[src/rtl/flash_reader_fsm_pkg.sv]
// Shared constants and state encoding for the flash sample reader.
// The default song spans flash word addresses 0 .. ADDR_MAX.
package flash_reader_fsm_pkg;

    localparam int unsigned ADDR_W = 23;
    localparam logic [ADDR_W-1:0] ADDR_MAX = 23'h7FFFF;

    typedef enum logic [2:0] {
        S_IDLE      = 3'd0,
        S_REQ       = 3'd1,
        S_WAIT_DATA = 3'd2,
        S_SAMPLE1   = 3'd3,
        S_SAMPLE2   = 3'd4
    } state_t;

endpackage

[src/rtl/flash_addr_counter.sv]
// Up/down song word-address counter with wrap at both ends and a load port.
// Load has priority over step.
module flash_addr_counter #(
    parameter int unsigned       ADDR_W   = flash_reader_fsm_pkg::ADDR_W,
    parameter logic [ADDR_W-1:0] ADDR_MAX = ADDR_W'(flash_reader_fsm_pkg::ADDR_MAX)
) (
    input  logic              clk,
    input  logic              reset_n,
    input  logic              step,
    input  logic              up,
    input  logic              load,
    input  logic [ADDR_W-1:0] load_value,
    output logic [ADDR_W-1:0] addr
);

    logic [ADDR_W-1:0] addr_d;

    always_comb begin
        addr_d = addr;
        if (load) begin
            addr_d = load_value;
        end else if (step) begin
            if (up) begin
                addr_d = (addr == ADDR_MAX) ? '0 : addr + ADDR_W'(1);
            end else begin
                addr_d = (addr == '0) ? ADDR_MAX : addr - ADDR_W'(1);
            end
        end
    end

    always_ff @(posedge clk or negedge reset_n) begin
        if (!reset_n) begin
            addr <= '0;
        end else begin
            addr <= addr_d;
        end
    end

endmodule

[src/rtl/flash_reader_fsm.sv]
// Streams 8-bit audio samples from a 32-bit Avalon-style flash port,
// two samples per word, forward or backward, paced by sample_tick.
module flash_reader_fsm #(
    parameter int unsigned       ADDR_W   = flash_reader_fsm_pkg::ADDR_W,
    parameter logic [ADDR_W-1:0] ADDR_MAX = ADDR_W'(flash_reader_fsm_pkg::ADDR_MAX)
) (
    input  logic              clk,
    input  logic              reset_n,
    input  logic              start_reading,
    input  logic              direction,
    input  logic              restart,
    input  logic              sample_tick,
    output logic              flash_mem_read,
    output logic [ADDR_W-1:0] flash_mem_address,
    input  logic              flash_mem_waitrequest,
    input  logic [31:0]       flash_mem_readdata,
    input  logic              flash_mem_readdatavalid,
    output logic [7:0]        audio_data,
    output logic              audio_valid
);

    import flash_reader_fsm_pkg::*;

    state_t            state_q, state_d;
    logic              dir_q, dir_d;
    logic [31:0]       word_q, word_d;
    logic              pend_q, pend_d;
    logic              read_d;
    logic [7:0]        audio_data_d;
    logic              audio_valid_d;

    logic              cnt_step, cnt_load;
    logic [ADDR_W-1:0] cnt_load_value;
    logic [ADDR_W-1:0] addr;

    logic              accept_c;
    logic              restart_any_c;
    logic [7:0]        first_c, second_c;

    // Ticks only count while playing; pause freezes everything.
    assign accept_c      = sample_tick & start_reading;
    assign restart_any_c = pend_q | restart;
    assign first_c       = dir_q ? word_q[15:8]  : word_q[31:24];
    assign second_c      = dir_q ? word_q[31:24] : word_q[15:8];

    flash_addr_counter #(
        .ADDR_W   (ADDR_W),
        .ADDR_MAX (ADDR_MAX)
    ) u_addr_counter (
        .clk        (clk),
        .reset_n    (reset_n),
        .step       (cnt_step),
        .up         (dir_q),
        .load       (cnt_load),
        .load_value (cnt_load_value),
        .addr       (addr)
    );

    assign flash_mem_address = addr;

    always_ff @(posedge clk or negedge reset_n) begin
        if (!reset_n) begin
            state_q        <= S_IDLE;
            dir_q          <= 1'b1;
            word_q         <= '0;
            pend_q         <= 1'b0;
            flash_mem_read <= 1'b0;
            audio_data     <= '0;
            audio_valid    <= 1'b0;
        end else begin
            state_q        <= state_d;
            dir_q          <= dir_d;
            word_q         <= word_d;
            pend_q         <= pend_d;
            flash_mem_read <= read_d;
            audio_data     <= audio_data_d;
            audio_valid    <= audio_valid_d;
        end
    end

    // Next state, address control and restart bookkeeping.
    always_comb begin
        state_d        = state_q;
        dir_d          = dir_q;
        word_d         = word_q;
        pend_d         = restart_any_c;
        cnt_step       = 1'b0;
        cnt_load       = 1'b0;
        cnt_load_value = direction ? '0 : ADDR_MAX;

        case (state_q)
            S_IDLE: begin
                if (restart_any_c) begin
                    cnt_load = 1'b1;
                    pend_d   = 1'b0;
                end
                if (start_reading) begin
                    state_d = S_REQ;
                    dir_d   = direction;
                end
            end
            S_REQ: begin
                if (!flash_mem_waitrequest) begin
                    state_d = S_WAIT_DATA;
                end
            end
            S_WAIT_DATA: begin
                if (flash_mem_readdatavalid) begin
                    word_d  = flash_mem_readdata;
                    state_d = S_SAMPLE1;
                end
            end
            S_SAMPLE1: begin
                if (accept_c) begin
                    state_d = S_SAMPLE2;
                end
            end
            S_SAMPLE2: begin
                if (accept_c) begin
                    // A pending restart replaces the normal step.
                    if (restart_any_c) begin
                        cnt_load = 1'b1;
                        pend_d   = 1'b0;
                    end else begin
                        cnt_step = 1'b1;
                    end
                    if (start_reading) begin
                        state_d = S_REQ;
                        dir_d   = direction;
                    end else begin
                        state_d = S_IDLE;
                    end
                end
            end
            default: begin
                state_d = S_IDLE;
            end
        endcase
    end

    // Registered output values.
    always_comb begin
        read_d        = (state_d == S_REQ);
        audio_data_d  = audio_data;
        audio_valid_d = 1'b0;
        if (accept_c && (state_q == S_SAMPLE1)) begin
            audio_data_d  = first_c;
            audio_valid_d = 1'b1;
        end else if (accept_c && (state_q == S_SAMPLE2)) begin
            audio_data_d  = second_c;
            audio_valid_d = 1'b1;
        end
    end

endmodule

[config.mk]
export PLATFORM = sky130hd
export DESIGN_NAME = flash_reader_fsm
export DESIGN_NICKNAME = d
export VERILOG_FILES = /design/src/rtl/flash_reader_fsm_pkg.sv /design/src/rtl/flash_addr_counter.sv /design/src/rtl/flash_reader_fsm.sv
export SDC_FILE = /design/constraint.sdc
export NUM_CORES = 1
export LEC_CHECK = 0
export BUFFER_PORTS_ARGS = -buffer_cell sky130_fd_sc_hd__buf_2
export CORE_ASPECT_RATIO = 1.1
export CORE_UTILIZATION = 47
export CTS_CLUSTER_SIZE = 10
export DETAILED_ROUTE_END_ITERATION = 8
export PLACE_DENSITY_LB_ADDON = 0.25
export REMOVE_ABC_BUFFERS = 1
export SLEW_MARGIN = 20
export SYNTH_ARGS = -nofsm -noshare
export SYNTH_HDL_FRONTEND = slang
export SYNTH_SLANG_ARGS = --single-unit
[constraint.sdc]
create_clock -name clk -period 2.4 [get_ports clk]
set_input_delay 0.72 -clock clk [delete_from_list [all_inputs] [get_ports clk]]
set_output_delay 0.72 -clock clk [all_outputs]
set_load 0.03 [all_outputs]
# After elaboration in Yosys (flattened, before gate mapping)

Cells that the tools add are included.

Output and inout bits: 33
Bits of input ports: 40
Logic and storage cells: 58
Register bits after elaboration: 70

$add $sub $neg: 2
Muxes and demuxes: 30
Bitwise operators: 2
Equal/unequal tests: 7
Reduce and logical (&&, ||, !) cells: 9

Operators by type and width:

| operator              | number |
|---|---|
| $mux 23               | 5 |
| $mux 8                | 4 |
| $add 23x1->23 const B | 1 |
| $eq 23x19->1 const B  | 1 |
| $logic_not 23->1      | 1 |
| $sub 23x1->23 const B | 1 |
| $mux 19               | 1 |
| $mux 3                | 5 |
| $pmux 3 s5            | 1 |
| $mux 1                | 11 |
| $eq 3x1->1 const B    | 2 |
| $eq 3x2->1 const B    | 2 |
| $pmux 1 s2            | 3 |
| $reduce_bool 2->1     | 3 |
| $reduce_and 2->1      | 2 |
| $eq 3x3->1 const B    | 1 |
| $logic_not 3->1       | 1 |
| $logic_and 1x1->1     | 2 |
| $ne 2x2->1 const B    | 1 |
| $and 1x1->1           | 1 |
| $or 1x1->1            | 1 |

# Depth between registers and ports, before layout

Word-level depth: 6
Mapped depth: 9
Depth with buffers taken out: 8

# By module

A second synthesis with hierarchy kept.

Cells, all modules: 438
Area total of the unflattened synthesis: 3880.0 µm²

By module, submodules not included:

| module             | cells an instance | area an instance (µm²) | times used | seq. area each (µm²) |
|---|---|---|---|---|
| flash_addr_counter | 320               | 2411.1                 | 1          | 575.6 |
| flash_reader_fsm   | 118               | 1468.9                 | 1          | 777.0 |

# Worst setup path before layout

OpenSTA, ideal clock, no wires.

Path type: reg-to-reg
From: register u_addr_counter.addr[17]
To: register u_addr_counter.addr[21]
Library setup time: 0.122 ns
Setup slack: -0.114 ns
Path buffers: 2
Required time: 2.278 ns
Cell stages (with the launch flop): 9
Period minus slack after synthesis: 2.514 ns
Arrival time: 2.393 ns
Cells stage by stage: dfrtp_1 > buf_6 > or4_4 > buf_6 > nor4_4 > and2_1 > nor3_1 > a211o_1 > a32o_1

Word-level cells in the longest chain between the ends: 5
Elaborated cells on any way between the ends: 9
Those cells by class: 2 x add/sub; 1 x eq/ne; 5 x mux; 1 x reduce/logical

RTL lines:

| what                                  | RTL line                                           | RTL |
|---|---|---|
| from (decl)                           | flash_addr_counter.sv:13                           | `output logic [ADDR_W-1:0] addr` |
| from (signal assigned)                | flash_addr_counter.sv:35                           | `addr <= addr_d;` |
| $sub 23x1->23 (tied with other cells) | flash_addr_counter.sv:26                           | `addr_d = (addr == '0) ? ADDR_MAX : addr - ADDR_W'(1);` |
| $mux 23, on equally long branches     | flash_addr_counter.sv:26, flash_addr_counter.sv:24 |  |
| $mux 23 (*)                           | flash_addr_counter.sv:23                           | `if (up) begin` |
| $mux 23 (*)                           | flash_addr_counter.sv:22                           | `end else if (step) begin` |
| $mux 23 (*)                           | flash_addr_counter.sv:20                           | `if (load) begin` |

Every way passes the cells marked *; elsewhere a longest branch is shown, timed or not. The select of a mux whose other input is x is not followed.
A chain may end at the register's enable or synchronous reset.

# Worst setup path after layout

From: register u_addr_counter.addr[0]
To: register u_addr_counter.addr[21]

The elaborated chain is that of the path after synthesis.

==> results.toml <==
[route]
drt_iter0_markers = 319
met2_length_um = 5100
route.met3.wl_um = 681
postRouteAntennaNets = 0
vias = 3582
firstDrtPassIters = 5
top_layer_used = "met4"
drc = 0
met1_length_um = 4100
vias_per_cell = 6.18
wl_per_cell_um = 17.7
wirelength_um = 10300

[logic_synthesis]
synth_seq_cells = 54
muxShareOfSynthArea_pct = 8.49
synth_common_cells = "53 x dfrtp_1, 35 x a21oi_1, 35 x nor2_1"
postSynthCellCount = 381
synth-compound-area-share_pct = 19.6
yosys-top-cells-area = "dfrtp_1 38%, mux2_2 5.9%, a21oi_1 5.1%, nor2_1 3.8%, o21ai_0 2.8%"
synth_ff_type = "dfrtp_1"
synth_top_area_cell = "dfrtp_1"
yosys_warnings = 0
synth-async-reset-ratio_pct = 100
synth-simple-area-share_pct = 24.0
ys_seq_area_share_pct = 39.2
synth_top_family_by_area = "simple AND/OR/NAND/NOR gates"
synth_cell_type_count = 65
yosysMostFrequentCell = "dfrtp_1"
synth_fa_ha_area_share_pct = 1.09
syn_avg_cell_area_sq_um = 9.05
yosys.area.top_type_share_pct = 38.5
synth_edf_count = 0
synth_area_sq_um = 3450
synth_xor_area_share_pct = 3.30

[clock_tree]
cts_htree_levels = 2
cts-root-buf = "clkbuf_8"
cts.path.max_buffers = 2
cts_buffers = 5
clkLatencyLatePin_ns = 0.32
cts_tree = "built"
clkTransAtPathRegs_ns = 0.11
clock-sinks = 54

[cells_and_area]
nNetsFinal = 537
utilization_pct = 64.0
stdcell_area_sq_um = 4510
antenna_cells_inserted = 0
drive_above_1_share_pct = 38.4
area_delta_synth_final_pct = 30.7

[grt]
grt_pass1_vias = 3463
track_usage_pct = 27.5
grt_pass1_wl_um = 16800
antenna_found_initial = 0
grt_overflow = 0
grt_max_degree = 24

[pwr]
leakage_nw = 1.93
power_frac_comb_pct = 61.7
switchingPower_w = 0.00265
power.internal_w = 0.00295
vdd_drop_max_uv = 650
clock_power_share_pct = 9.9
pwr-share-seq_pct = 28.3
p_sw_share_pct = 47.3
powerDensity_nw_per_um2 = 1240

[sta]
fmax_mhz = 421
period_minus_slack_ns = 2.38
setup_ws_ns = 0.0242
worstMarginPinSlew_ns = 0.614
skew_ns = 0.00699
finalSetupViolCount = 0
slew_headroom_pct = 58.9
maxSlewViolCount = 0
holdWs_ns = 0.327
period_share_pct = 99.0
grt_setup_unrepaired = "yes"
hold_viol_final = 0
tns_ns = 0

[die]
core_sq_um = 7050
start_util_pct = 48.9
io_pins = 73
die_h_um = 91.8
die_w_um = 83.7
dieArea_sq_um = 7680
rows = 32

[setup_path]
cp-start-kind = "register"
rrSetupSlack_ns = 0.02
critical_path_class = "register to register"
end_kind = "register"
cp.required_ns = 2.61
cp_max_fo = 3
arrival_ns = 2.59

[placement]
postPlaceCellArea_sq_um = 4210
gp_congestion = 0.952
dp_slack_ns = -0.140
port_buffers = 56
dp_hpwl_um = 7700

[run]
drv_cap = 0

[worst_hold_path]
hold_path_class = "input pin to async pin"

[outcome]
status = "completed"
==> routing by layer <==
layer / vias to the layer above / GRT usage, %
met5: - / 0
met4: 0 / 12.6
met3: 40 / 4.77
met2: 157 / 47.0
met1: 1720 / 33.7
li1: 1665 / -
==> final cells by class <==
class	instances	area, sq um
fillers	622	2540
clock inverters	3	27.5
repair buffers	133	862
multi-input cells	293	2060
flip-flops and latches	54	1350
clock buffers	5	68.8
well taps	85	106
inverters	7	26.3
==> logic make-up after synthesis <==
kind of cell             count (synthesis)
XOR/XNOR                                13
buffers and inverters                   34
AND/OR/NAND/NOR                        146
multiplexers                            27
adder cells (fa/ha/maj)                  3
AO/OA/AOI/OAI                          104
flip-flops                              54
==> cells in the final DEF (no fill, tap or decap), types with 13 or more instances in the layout <==
cell type | Yosys | routed
a21oi_1 | 35 | 35
buf_2 | 5 | 56
buf_4 | 0 | 76
dfrtp_1 | 53 | 53
mux2_2 | 18 | 18
nand2_1 | 15 | 13
nand3_1 | 16 | 16
nor2_1 | 35 | 34
nor3_1 | 14 | 14
o21ai_0 | 19 | 17
==> registers in the layout (all words and copies together) (netlist names) <==
signal               count
state_q                  3
u_addr_counter.addr     23
pend_q                   1
audio_data               8
flash_mem_read           1
dir_q                    1
word_q                  16
audio_valid              1
==> worst max-delay path: stages (launching register included) <==
cell	delay (ns)
dfrtp_1	0.43
inv_2	0.11
ha_1	0.15
or3b_4	0.40
nor4_4	0.33
buf_4	0.17
and2_4	0.13
nor3_1	0.04
a211o_1	0.30
a32o_1	0.22
==> stage by stage <==
step,instances,total power (W)
3_5_place_dp,562,0.00488
4_1_cts,572,0.00547
2_1_floorplan,354,0.00361
3_3_place_gp,562,0.00480
6_report,580,0.00560
5_1_grt,580,0.00597
==> path summary, 6_finish.rpt <==
path,startpoint,cells past startpoint,end
max in group asynchronous,reset_n,2,word_q[15]$_DFFE_PN0P_
hold / removal,reset_n,1,u_addr_counter.addr[4]$_DFFE_PN0P_
min in group clk,u_addr_counter.addr[22]$_DFFE_PN0P_,1,u_addr_counter.addr[22]$_DFFE_PN0P_
hold reg to reg,u_addr_counter.addr[22]$_DFFE_PN0P_,1,u_addr_counter.addr[22]$_DFFE_PN0P_
setup / recovery,u_addr_counter.addr[0]$_DFFE_PN0P_,9,u_addr_counter.addr[21]$_DFFE_PN0P_
setup reg to reg,u_addr_counter.addr[0]$_DFFE_PN0P_,9,u_addr_counter.addr[21]$_DFFE_PN0P_
==> what timing repair did <==
item,4_1_cts,5_1_grt
buffers inserted,2,8
resized for setup,6,25
hold buffers,0,0
endpoints found under the setup margin,9,19
pin swaps,1,7
==> power groups by stage <==
stage                     logic, W  clock network, W  registers (W)
after floorplan            0.00144                 0        0.00217
after global placement     0.00322                 0        0.00157
after detailed placement   0.00329                 0        0.00160
after CTS                  0.00331          0.000576        0.00158
after global routing       0.00372          0.000612        0.00164
final                      0.00346          0.000557        0.00159
No activity file was read; power rests on OpenSTA's default activity.
